$ cat src/rtl/eth_tx_pkg.sv
// Shared types, constants and the byte-wise CRC-32 step for the Ethernet
// transmit path.
package eth_tx_pkg;

  typedef enum logic [3:0] {
    ST_IDLE,
    ST_PRE,
    ST_SFD,
    ST_DST,
    ST_SRC,
    ST_LEN,
    ST_PAY,
    ST_PAD,
    ST_FCS,
    ST_IFG
  } tx_state_t;

  localparam logic [7:0]  PREAMBLE_BYTE   = 8'h55;
  localparam logic [7:0]  SFD_BYTE        = 8'hD5;
  localparam logic [31:0] CRC_POLY_REFL   = 32'hEDB88320;
  localparam logic [31:0] CRC_INIT        = 32'hFFFFFFFF;
  localparam logic [31:0] CRC_RESIDUE     = 32'hDEBB20E3;
  localparam int          MIN_PAYLOAD_DEF = 46;
  localparam int          IFG_CYCLES_DEF  = 12;

  // Field lengths in bytes, used as last-count values by the FSM.
  localparam logic [15:0] PRE_LAST = 16'd6;
  localparam logic [15:0] MAC_LAST = 16'd5;
  localparam logic [15:0] LEN_LAST = 16'd1;
  localparam logic [15:0] FCS_LAST = 16'd3;

  // One byte of a reflected CRC-32, data consumed LSB first.
  function automatic logic [31:0] crc32_byte(input logic [31:0] crc,
                                             input logic [7:0]  data);
    logic [31:0] c;
    c = crc ^ {24'h0, data};
    for (int i = 0; i < 8; i++) begin
      c = c[0] ? ((c >> 1) ^ CRC_POLY_REFL) : (c >> 1);
    end
    return c;
  endfunction

  // Byte idx of a MAC address, idx 0 being the most significant byte.
  function automatic logic [7:0] mac_byte(input logic [47:0] mac,
                                          input logic [2:0]  idx);
    return mac[8*(5-int'(idx)) +: 8];
  endfunction

endpackage

$ cat src/rtl/eth_crc32.sv
// Byte-wise CRC-32 accumulator: synchronous init has priority over update.
module eth_crc32
  import eth_tx_pkg::*;
(
  input  logic        clk,
  input  logic        rst_n,
  input  logic        init,
  input  logic        en,
  input  logic [7:0]  data,
  output logic [31:0] crc
);

  // CRC register: reload on init, fold in one byte on en.
  // NOTE: clocked state uses non-blocking assignments so every register
  // samples pre-edge values, independent of process evaluation order.
  always_ff @(posedge clk or negedge rst_n) begin
    if (!rst_n)    crc <= CRC_INIT;
    else if (init) crc <= CRC_INIT;
    else if (en)   crc <= crc32_byte(crc, data);
  end

endmodule

$ cat src/rtl/eth_frame_encapsulator.sv
// GMII frame builder: pulls a length-prefixed packet from the payload FIFO
// and emits preamble, SFD, addresses, length, payload, pad, FCS and IFG.
// The FSM state names the byte being prepared; every output is registered,
// so the GMII stream trails the state by one cycle.
module eth_frame_encapsulator
  import eth_tx_pkg::*;
#(
  parameter logic [47:0] DEST_MAC    = 48'h023528fbdd66,
  parameter logic [47:0] SRC_MAC     = 48'h072227acdb65,
  parameter int          WIDTH       = 8,  // only 8 is supported
  parameter int          MIN_PAYLOAD = MIN_PAYLOAD_DEF,
  parameter int          IFG_CYCLES  = IFG_CYCLES_DEF
) (
  input  logic             eth_tx_clk,
  input  logic             arst_n,
  input  logic             eth_tx_en,
  input  logic [1:0]       bf_out_buffer_ready,
  input  logic [WIDTH-1:0] ff_out_data_in,
  output logic             bf_in_r_en,
  output logic             bf_in_pct_txed,
  output logic [7:0]       gmii_txd,
  output logic             gmii_tx_en
);

  localparam logic [15:0] MIN_PAY  = 16'(MIN_PAYLOAD);
  localparam logic [15:0] IFG_LAST = 16'(IFG_CYCLES - 1);

  tx_state_t   state, state_nxt;
  logic [15:0] cnt, cnt_nxt;
  logic [15:0] len_q;
  logic [15:0] pad_last;
  logic [7:0]  byte_nxt;
  logic        en_nxt, rd_nxt, pct_nxt;
  logic        crc_init, crc_en;
  logic [31:0] crc, fcs;

  assign pad_last = MIN_PAY - len_q - 16'd1;
  assign fcs      = ~crc;

  eth_crc32 u_crc (
    .clk   (eth_tx_clk),
    .rst_n (arst_n),
    .init  (crc_init),
    .en    (crc_en),
    .data  (byte_nxt),
    .crc   (crc)
  );

  // State and byte-counter register.
  always_ff @(posedge eth_tx_clk or negedge arst_n) begin
    if (!arst_n) begin
      state <= ST_IDLE;
      cnt   <= '0;
    end else begin
      state <= state_nxt;
      cnt   <= cnt_nxt;
    end
  end

  // Next state, next byte and FIFO read request. Length reads go out in the
  // first two PRE slots; payload reads run two slots ahead of the PAY byte
  // to cover the registered read strobe plus the FIFO read latency.
  // NOTE: every signal gets a default before the case, so no path leaves a
  // value unassigned and no latch is inferred.
  always_comb begin
    state_nxt = state;
    cnt_nxt   = cnt + 16'd1;
    byte_nxt  = 8'h00;
    en_nxt    = 1'b0;
    rd_nxt    = 1'b0;
    pct_nxt   = 1'b0;
    crc_init  = 1'b0;
    crc_en    = 1'b0;
    case (state)
      ST_IDLE: begin
        cnt_nxt = '0;
        if (eth_tx_en && bf_out_buffer_ready != 2'd0) state_nxt = ST_PRE;
      end
      ST_PRE: begin
        byte_nxt = PREAMBLE_BYTE;
        en_nxt   = 1'b1;
        rd_nxt   = (cnt < 16'd2);
        if (cnt == PRE_LAST) begin
          state_nxt = ST_SFD;
          cnt_nxt   = '0;
        end
      end
      ST_SFD: begin
        byte_nxt  = SFD_BYTE;
        en_nxt    = 1'b1;
        crc_init  = 1'b1;
        state_nxt = ST_DST;
        cnt_nxt   = '0;
      end
      ST_DST: begin
        byte_nxt = mac_byte(DEST_MAC, cnt[2:0]);
        en_nxt   = 1'b1;
        crc_en   = 1'b1;
        if (cnt == MAC_LAST) begin
          state_nxt = ST_SRC;
          cnt_nxt   = '0;
        end
      end
      ST_SRC: begin
        byte_nxt = mac_byte(SRC_MAC, cnt[2:0]);
        en_nxt   = 1'b1;
        crc_en   = 1'b1;
        if (cnt == MAC_LAST) begin
          state_nxt = ST_LEN;
          cnt_nxt   = '0;
        end
      end
      ST_LEN: begin
        byte_nxt = cnt[0] ? len_q[7:0] : len_q[15:8];
        en_nxt   = 1'b1;
        crc_en   = 1'b1;
        rd_nxt   = (cnt < len_q);
        if (cnt == LEN_LAST) begin
          cnt_nxt   = '0;
          state_nxt = (len_q == 16'd0) ? ST_PAD : ST_PAY;
        end
      end
      ST_PAY: begin
        byte_nxt = ff_out_data_in[7:0];
        en_nxt   = 1'b1;
        crc_en   = 1'b1;
        rd_nxt   = (({1'b0, cnt} + 17'd2) < {1'b0, len_q});
        if (cnt == len_q - 16'd1) begin
          cnt_nxt   = '0;
          state_nxt = (len_q < MIN_PAY) ? ST_PAD : ST_FCS;
        end
      end
      ST_PAD: begin
        en_nxt = 1'b1;
        crc_en = 1'b1;
        if (cnt == pad_last) begin
          state_nxt = ST_FCS;
          cnt_nxt   = '0;
        end
      end
      ST_FCS: begin
        byte_nxt = fcs[{cnt[1:0], 3'b000} +: 8];
        en_nxt   = 1'b1;
        if (cnt == FCS_LAST) begin
          state_nxt = ST_IFG;
          cnt_nxt   = '0;
        end
      end
      ST_IFG: begin
        pct_nxt = (cnt == 16'd0);
        if (cnt == IFG_LAST) begin
          state_nxt = ST_IDLE;
          cnt_nxt   = '0;
        end
      end
      default: begin
        state_nxt = ST_IDLE;
        cnt_nxt   = '0;
      end
    endcase
  end

  // Capture the two length bytes as they return from the FIFO.
  always_ff @(posedge eth_tx_clk or negedge arst_n) begin
    if (!arst_n)                              len_q       <= '0;
    else if (state == ST_PRE && cnt == 16'd2) len_q[15:8] <= ff_out_data_in[7:0];
    else if (state == ST_PRE && cnt == 16'd3) len_q[7:0]  <= ff_out_data_in[7:0];
  end

  // Registered GMII, FIFO-read and packet-done outputs.
  always_ff @(posedge eth_tx_clk or negedge arst_n) begin
    if (!arst_n) begin
      gmii_txd       <= 8'h00;
      gmii_tx_en     <= 1'b0;
      bf_in_r_en     <= 1'b0;
      bf_in_pct_txed <= 1'b0;
    end else begin
      gmii_txd       <= byte_nxt;
      gmii_tx_en     <= en_nxt;
      bf_in_r_en     <= rd_nxt;
      bf_in_pct_txed <= pct_nxt;
    end
  end

endmodule

$ cat config.mk
export PLATFORM = sky130hd
export DESIGN_NAME = eth_frame_encapsulator
export DESIGN_NICKNAME = d
export VERILOG_FILES = /design/src/rtl/eth_tx_pkg.sv /design/src/rtl/eth_crc32.sv /design/src/rtl/eth_frame_encapsulator.sv
export SDC_FILE = /design/constraint.sdc
export NUM_CORES = 1
export LEC_CHECK = 0
export BUFFER_PORTS_ARGS = -buffer_cell sky130_fd_sc_hd__buf_2
export CAP_MARGIN = 20
export CELL_PAD_IN_SITES_DETAIL_PLACEMENT = 1
export CELL_PAD_IN_SITES_GLOBAL_PLACEMENT = 1
export CORE_MARGIN = 3
export CORE_UTILIZATION = 45
export CTS_CLUSTER_SIZE = 14
export DETAILED_ROUTE_END_ITERATION = 16
export GPL_TIMING_DRIVEN = 0
export PLACE_DENSITY = 0.75
export SKIP_CTS_REPAIR_TIMING = 1
export SYNTH_ARGS = -nofsm -noshare
export SYNTH_HDL_FRONTEND = slang
export SYNTH_HIERARCHICAL = 1
export SYNTH_SLANG_ARGS = --single-unit
$ cat constraint.sdc
create_clock -name eth_tx_clk -period 3.4 [get_ports eth_tx_clk]
set_input_delay 0.85 -clock eth_tx_clk [delete_from_list [all_inputs] [get_ports eth_tx_clk]]
set_output_delay 0.85 -clock eth_tx_clk [all_outputs]
set_load 0.01 [all_outputs]
==> summary.md, run 1 <==
| Metric | Value |
|---|---|
| Outcome | `finished clean` |
| Data required time at the worst endpoint | `3.68 ns` |
| Cell repeated most along the worst path | `buf_4` |
| Setup-failing EPs final | `0` |
| Worst slack, placed | `-1.10 ns` |
| Layout cells sized above 1 | `0.272` |
| Drt total wl | `25.4 mm` |
| Cells after synthesis | `750` |
| DRT antenna net count | `0` |
| Critical path class | `flip-flop to flip-flop` |
| Synthesized netlist net count | `804` |
| Post-DP HPWL | `18.0 mm` |
| Worst setup path startpoint | `cnt[2]$_DFF_PN0_` |
| CTS Buffer Depth | `2` |
| Routability cong. | `0.904` |
| WP data arrival | `3.65 ns` |
| Max Cap Viol | `0` |
| Sequential share of the synthesized area | `0.299` |
| Area leader, netlist | `dfrtp_1` |
| Die X | `128 um` |
| Number of synthesized register bits | `79` |
| CTS tree | `done` |
| Yosys top cell area share | `0.174` |
| Number of synthesized flops with an enable pin | `0` |
| Crit-path max FO | `10` |
| Die Height | `128 um` |
| Ys flop type | `dfrtp_1` |
| Most common cell in the netlist | `xnor2_1` |
| # rows | `44` |
| I/O pin cnt | `24` |
| H-tree levels | `3` |
| Final critical-path setup slack | `0.0385 ns` |
| Clock sink total | `79` |
| Initial core utilization | `0.462` |
| GR Overflow Total | `0` |
| Worst r2r src | `cnt[2]$_DFF_PN0_` |
| Root cell of the clock tree | `clkbuf_16` |
| CORE AREA | `14600 um2` |
| Post-Syn Area per Cell | `9.00 um2` |
| ANT cells | `0` |
| Synth area leaders | `dfrtp_1, dfstp_2, xnor2_1` |
| Final Skew | `0.0122 ns` |
| Number of failing hold endpoints at the final stage | `0` |
| Slowest Stage Delay on Critical Path | `0.42 ns` |
| R2R Setup Slk | `0.04 ns` |
| Most frequent cells after synthesis | `xnor2_1, nor2_1, nand2_1` |
| Hold WC Path Type | `input port to asynchronous set/reset pin` |
| WHS | `0.398 ns` |
| DR vias | `6403` |
| Initial antenna violation count | `0` |
| Final worst path period share | `0.989` |
| Largest net degree at the start of global routing | `56` |
| TritonRoute pass-1 iters | `5` |
| Startpoint types | `flip-flop` |
| Clock Latency Late Sink | `0.36 ns` |
| CP cell instances | `buf_6 -> inv_1 -> ha_4 -> buf_4 -> nor3_2 -> a21oi_1 -> o221ai_1 -> o211ai_1 -> buf_4 -> xnor2_2 -> buf_4 -> buf_4 -> xnor2_4 -> xor3_2 -> xnor2_1 -> a21oi_1` |
| Relative slew slack | `0.312` |
| Netlist cell types | `71` |
| 1st-iter DRT viols | `639` |
| Vias per std cell | `6.23` |
| Area of the mapped netlist | `6750 um2` |
| Number of buffers created by CTS | `9` |
| Vias in the first global route | `6410` |
| Layout area overhead | `20.7%` |
| First-pass GRT wire length | `37.0 mm` |
| Slowest cell on crit path | `dfrtp_1` |
| Clock transition at the registers of the reported paths | `0.07 ns` |
| WL/cell | `24.7 um` |
| Async set or reset register ratio after synthesis | `1.00` |
| Tightest Pin Transition | `1.02 ns` |
| Port buffer count | `23` |
| Nets | `892` |
| Total die area | `16500 um2` |
| Total GRT Usage | `0.294` |
| Max Freq | `297 MHz` |
| Yosys Warn Count | `6` |
| DRC | `0` |
| Crit end category | `flip-flop` |
| Max-slew violation count | `0` |
| Final min period | `3.36 ns` |
-- cells by family (layout without fill, tap and decap cells) --
group           count (synthesis)  after routing  share of synthesized area
compound gates                170            170                      0.164
fa+ha+maj                      41             41                     0.0760
xor+xnor                      121            121                      0.182
buf+inv                        78            171                     0.0495
simple gates                  246            246                      0.192
mux                            15             15                     0.0373
flops                          79             79                      0.299
-- path summary, 6_finish.rpt --
path | end | cells past startpoint
worst max-delay path | u_crc/crc[24]$_DFFE_PN1P_ | 16
worst min-delay path | len_q[2]$_DFFE_PN0P_ | 1
worst max register to register | u_crc/crc[24]$_DFFE_PN1P_ | 16
worst min register to register | u_crc/crc[23]$_DFFE_PN1P_ | 2
max in group asynchronous | u_crc/crc[8]$_DFFE_PN1P_ | 2
min in group eth_tx_clk | u_crc/crc[23]$_DFFE_PN1P_ | 2
-- registers in the layout (all words and copies together), names as in the netlist --
signal	cells
len_q	16
bf_in_r_en	1
cnt	16
gmii_tx_en	1
gmii_txd	8
bf_in_pct_txed	1
state	4
u_crc/crc	32
-- critical path: cells and delay by family, from the launching register on --
family          cells  cell delay [ns]
xor+xnor            4             0.90
buf+inv             6             0.98
simple gates        1             0.15
fa+ha+maj           1             0.23
flops               1             0.42
compound gates      4             0.62
-- through the flow --
stage	instances	utilization	instance area [um2]	TNS, ns
2_1_floorplan	750	-	6750	0
3_3_place_gp	957	0.486	7090	-46.23
3_5_place_dp	958	0.489	7130	-38.53
4_1_cts	974	0.508	7420	-40.98
5_1_grt	1027	0.558	8140	-0.619
6_report	1027	0.558	8140	0
-- placed cells by master (no fill, tap or decap), drive strengths merged, types with 20 or more instances in the layout --
master / netlist / final
dfrtp: 47 / 47
a21oi: 50 / 50
nor2: 61 / 61
buf: 20 / 102
dfstp: 32 / 32
nor3: 21 / 21
clkbuf: 31 / 36
ha: 41 / 41
o21ai: 38 / 38
nand2: 52 / 52
xnor2: 76 / 76
nand4: 20 / 20
inv: 27 / 30
xor2: 43 / 43
nand3: 20 / 20
-- final cells by class --
cell class                 count  area (um2)
timing repair buffer          79         584
multi-input combinational    593        4610
buffer                        49         300
clock buffer                  10         239
sequential                    79        2020
inverter                      27         105
clock inverter                 6        50.0
fill                        1694        6440
tap                          184         230
-- metal layers --
metal	GRT usage	up-vias	wire (um)	part of all wire
li1	-	2849	-	-
met2	0.485	240	12600	0.49
met3	0.0535	62	1510	0.060
met4	0.127	0	925	0.036
met5	0	-	0	0
met1	0.378	3252	10400	0.41
Power of run 1 is not shown: default switching activity piles up to over one toggle a cycle in this logic, so the estimate is an artifact.
==> run 2: changes to the inputs <==
--- a/config.mk
+++ b/config.mk
@@ -14,7 +14,8 @@
 export CTS_CLUSTER_SIZE = 14
 export DETAILED_ROUTE_END_ITERATION = 16
 export GPL_TIMING_DRIVEN = 0
-export PLACE_DENSITY = 0.75
+export PLACE_DENSITY_LB_ADDON = 0.1
+export RECOVER_POWER = 50
 export SKIP_CTS_REPAIR_TIMING = 1
 export SYNTH_ARGS = -nofsm -noshare
 export SYNTH_HDL_FRONTEND = slang
==> summary.md, run 2 (synthesis gave the netlist of run 1 again) <==
| Metric | Value |
|---|---|
| Hold path depth | `2` |
| Hold path endpoint | `u_crc/crc[23]$_DFFE_PN1P_` |
| First-pass GRT wire length | `37.1 mm (+0.26%)` |
| Port buffer count | `23 (unchanged)` |
| Layout cells sized above 1 | `0.269 (-0.00292)` |
| DRC | `0 (unchanged)` |
| Root cell of the clock tree | `clkbuf_16` |
| Worst r2r src | `cnt[1]$_DFF_PN0_` |
| Data required time at the worst endpoint | `3.67 ns (about the same)` |
| Routability cong. | `0.934 (+3.3%)` |
| Metal2 WL | `13.0 mm (+3.3%)` |
| Startpoint types | `flip-flop` |
| CORE AREA | `14600 um2 (unchanged)` |
| Cell repeated most along the worst path | `buf_4` |
| Max-slew violation count | `0 (unchanged)` |
| Nets | `890 (-0.22%)` |
| Worst setup path startpoint | `cnt[1]$_DFF_PN0_` |
| Final worst path period share | `1.02 (+0.0336)` |
| Final Non-Filler Cells | `1025 (-0.19%)` |
| Critical path class | `flip-flop to flip-flop` |
| Failing checks | `setup timing` |
| WL met1 | `10.7 mm (+3.3%)` |
| CTS tree | `done` |
| # rows | `44 (unchanged)` |
| Clock sink total | `79 (unchanged)` |
| Hold WC Path Type | `flip-flop to flip-flop` |
| Tightest Pin Transition | `1.18 ns (+0.156 ns)` |
| Placed Area | `7140 um2 (+0.11%)` |
| Drt total wl | `25.9 mm (+2.3%)` |
| CP cell instances | `buf_4 -> ha_2 -> inv_2 -> nand2b_4 -> a21o_1 -> a221o_1 -> o211ai_1 -> xnor2_4 -> buf_4 -> xnor2_4 -> buf_4 -> xnor2_1 -> xnor2_1 -> a21oi_1` |
| Slowest Stage Delay on Critical Path | `0.55 ns (+0.13 ns)` |
| Number of buffers created by CTS | `9 (unchanged)` |
| Met3 wire len | `1.13 mm (-25%)` |
| Relative slew slack | `0.213 (-0.0990)` |
| Layout area overhead | `21.2%` |
| Largest net degree at the start of global routing | `64 (+14%)` |
| Post-DP HPWL | `18.0 mm (-0.30%)` |
| Most flops, register | `u_crc/crc` |
| Crit end category | `flip-flop` |
| Slowest cell on crit path | `dfrtp_4` |
| WHS | `0.567 ns (+0.169 ns)` |
| Biggest regs | `u_crc/crc: 32 flops, cnt: 16 flops, len_q: 16 flops` |
| Clock transition at the registers of the reported paths | `0.07 ns (about the same)` |
| Outcome | `complete, but fails checks` |
| ANT cells | `0 (unchanged)` |
| Number of failing hold endpoints at the final stage | `0 (unchanged)` |
| Initial antenna violation count | `1 (+1)` |
| DR vias | `6340 (-0.98%)` |
| Final core utilization | `0.560 (+0.00206)` |
| Fill cells | `1660 (-2.0%)` |
| Final critical-path setup slack | `-0.0757 ns (-0.114 ns)` |
| R2r endpoint | `u_crc/crc[27]$_DFFE_PN1P_` |
| HP Start | `u_crc/crc[31]$_DFFE_PN1P_` |
| Most frequent cells in the layout | `nor2_1, xnor2_1, buf_4` |
| Clock Latency Late Sink | `0.36 ns (about the same)` |
| Fin area | `8170 um2 (+0.37%)` |
| TritonRoute pass-1 iters | `5 (unchanged)` |
| Die Height | `128 um (unchanged)` |
| WL/cell | `25.3 um (+2.5%)` |
| R2R Setup Slk | `-0.08 ns (-0.11 ns)` |
| DRT antenna net count | `0 (unchanged)` |
| Final Skew | `0.00949 ns (-0.00271 ns)` |
| Setup-failing EPs final | `3 (+3)` |
| Vias per std cell | `6.19 (-0.79%)` |
| I/O pin cnt | `24 (unchanged)` |
| Total die area | `16500 um2 (unchanged)` |
| 1st-iter DRT viols | `590 (-7.7%)` |
| Vias in the first global route | `6448 (+0.59%)` |
| Max reg flops | `32 (unchanged)` |
| Highest metal used | `met5` |
| Placed cell count | `959 (+0.10%)` |
| CTS Buffer Depth | `2 (unchanged)` |
| Crit-path max FO | `6 (-4)` |
| FF-to-FF path depth | `14 (-2)` |
| Final min period | `3.48 ns (+0.114 ns)` |
| Die X | `128 um (unchanged)` |
| H-tree levels | `3 (unchanged)` |
| WP data arrival | `3.74 ns (+0.09 ns)` |
| GR Overflow Total | `0 (unchanged)` |
| Total GRT Usage | `0.293 (-0.00119)` |
| Max Cap Viol | `0 (unchanged)` |
| Max Freq | `288 MHz (-3.3%)` |
| Initial core utilization | `0.462 (unchanged)` |
## run 2: cell types whose count changed in the layout (fill, tap and decap cells not counted), moves of 2 or more
cell,before,now
clkbuf_1,16,22
buf_6,10,6
clkbuf_4,4,1
bufinv_16,0,2
dfrtp_1,44,42
## run 2: final cells by class
type                    count  area (um2)  area share
clock inverters             5        85.1      0.0104
repair buffers             77         569      0.0696
plain buffers              49         284      0.0347
clock buffers              11         254      0.0311
flip-flops and latches     79        2030       0.248
inverters                  27         105      0.0129
well taps                 184         230      0.0282
multi-input cells         593        4620       0.565
## run 2: stage by stage
| stage | setup slack, ns | setup TNS, ns |
|---|---|---|
| 2_1_floorplan | 0.0741 | 0 |
| 3_3_place_gp | -1.39 | -55.36 |
| 3_5_place_dp | -1.53 | -49.80 |
| 4_1_cts | -1.56 | -51.71 |
| 5_1_grt | -0.126 | -1.43 |
| 6_report | -0.0757 | -0.132 |
## run 2: how the worst max path moves through the flow
stage                                      to  slack, ns  depth (start not counted)
floorplan           u_crc/crc[21]$_DFFE_PN1P_       0.07                         11
global placement            cnt[13]$_DFF_PN0_      -1.39                         12
detailed placement          cnt[13]$_DFF_PN0_      -1.53                         12
CTS                         cnt[13]$_DFF_PN0_      -1.56                         12
global route             len_q[6]$_DFFE_PN0P_      -0.13                          7
finish              u_crc/crc[27]$_DFFE_PN1P_      -0.08                         14
## run 2: worst max-delay path: cells and delay by family, from the launching register on
kind            cells  cell delay, ns
fa+ha+maj           1            0.26
compound gates      4            0.98
xor+xnor            4            0.78
simple gates        1            0.09
buf+inv             4            0.71
flops               1            0.55
## run 2: metal layers
metal  vias to the layer above  global-route usage
met4                         2               0.146
li1                       2834                   -
met3                        75              0.0490
met5                         -                   0
met1                      3212               0.364
met2                       217               0.492
Power of run 2 is left out for the same reason.
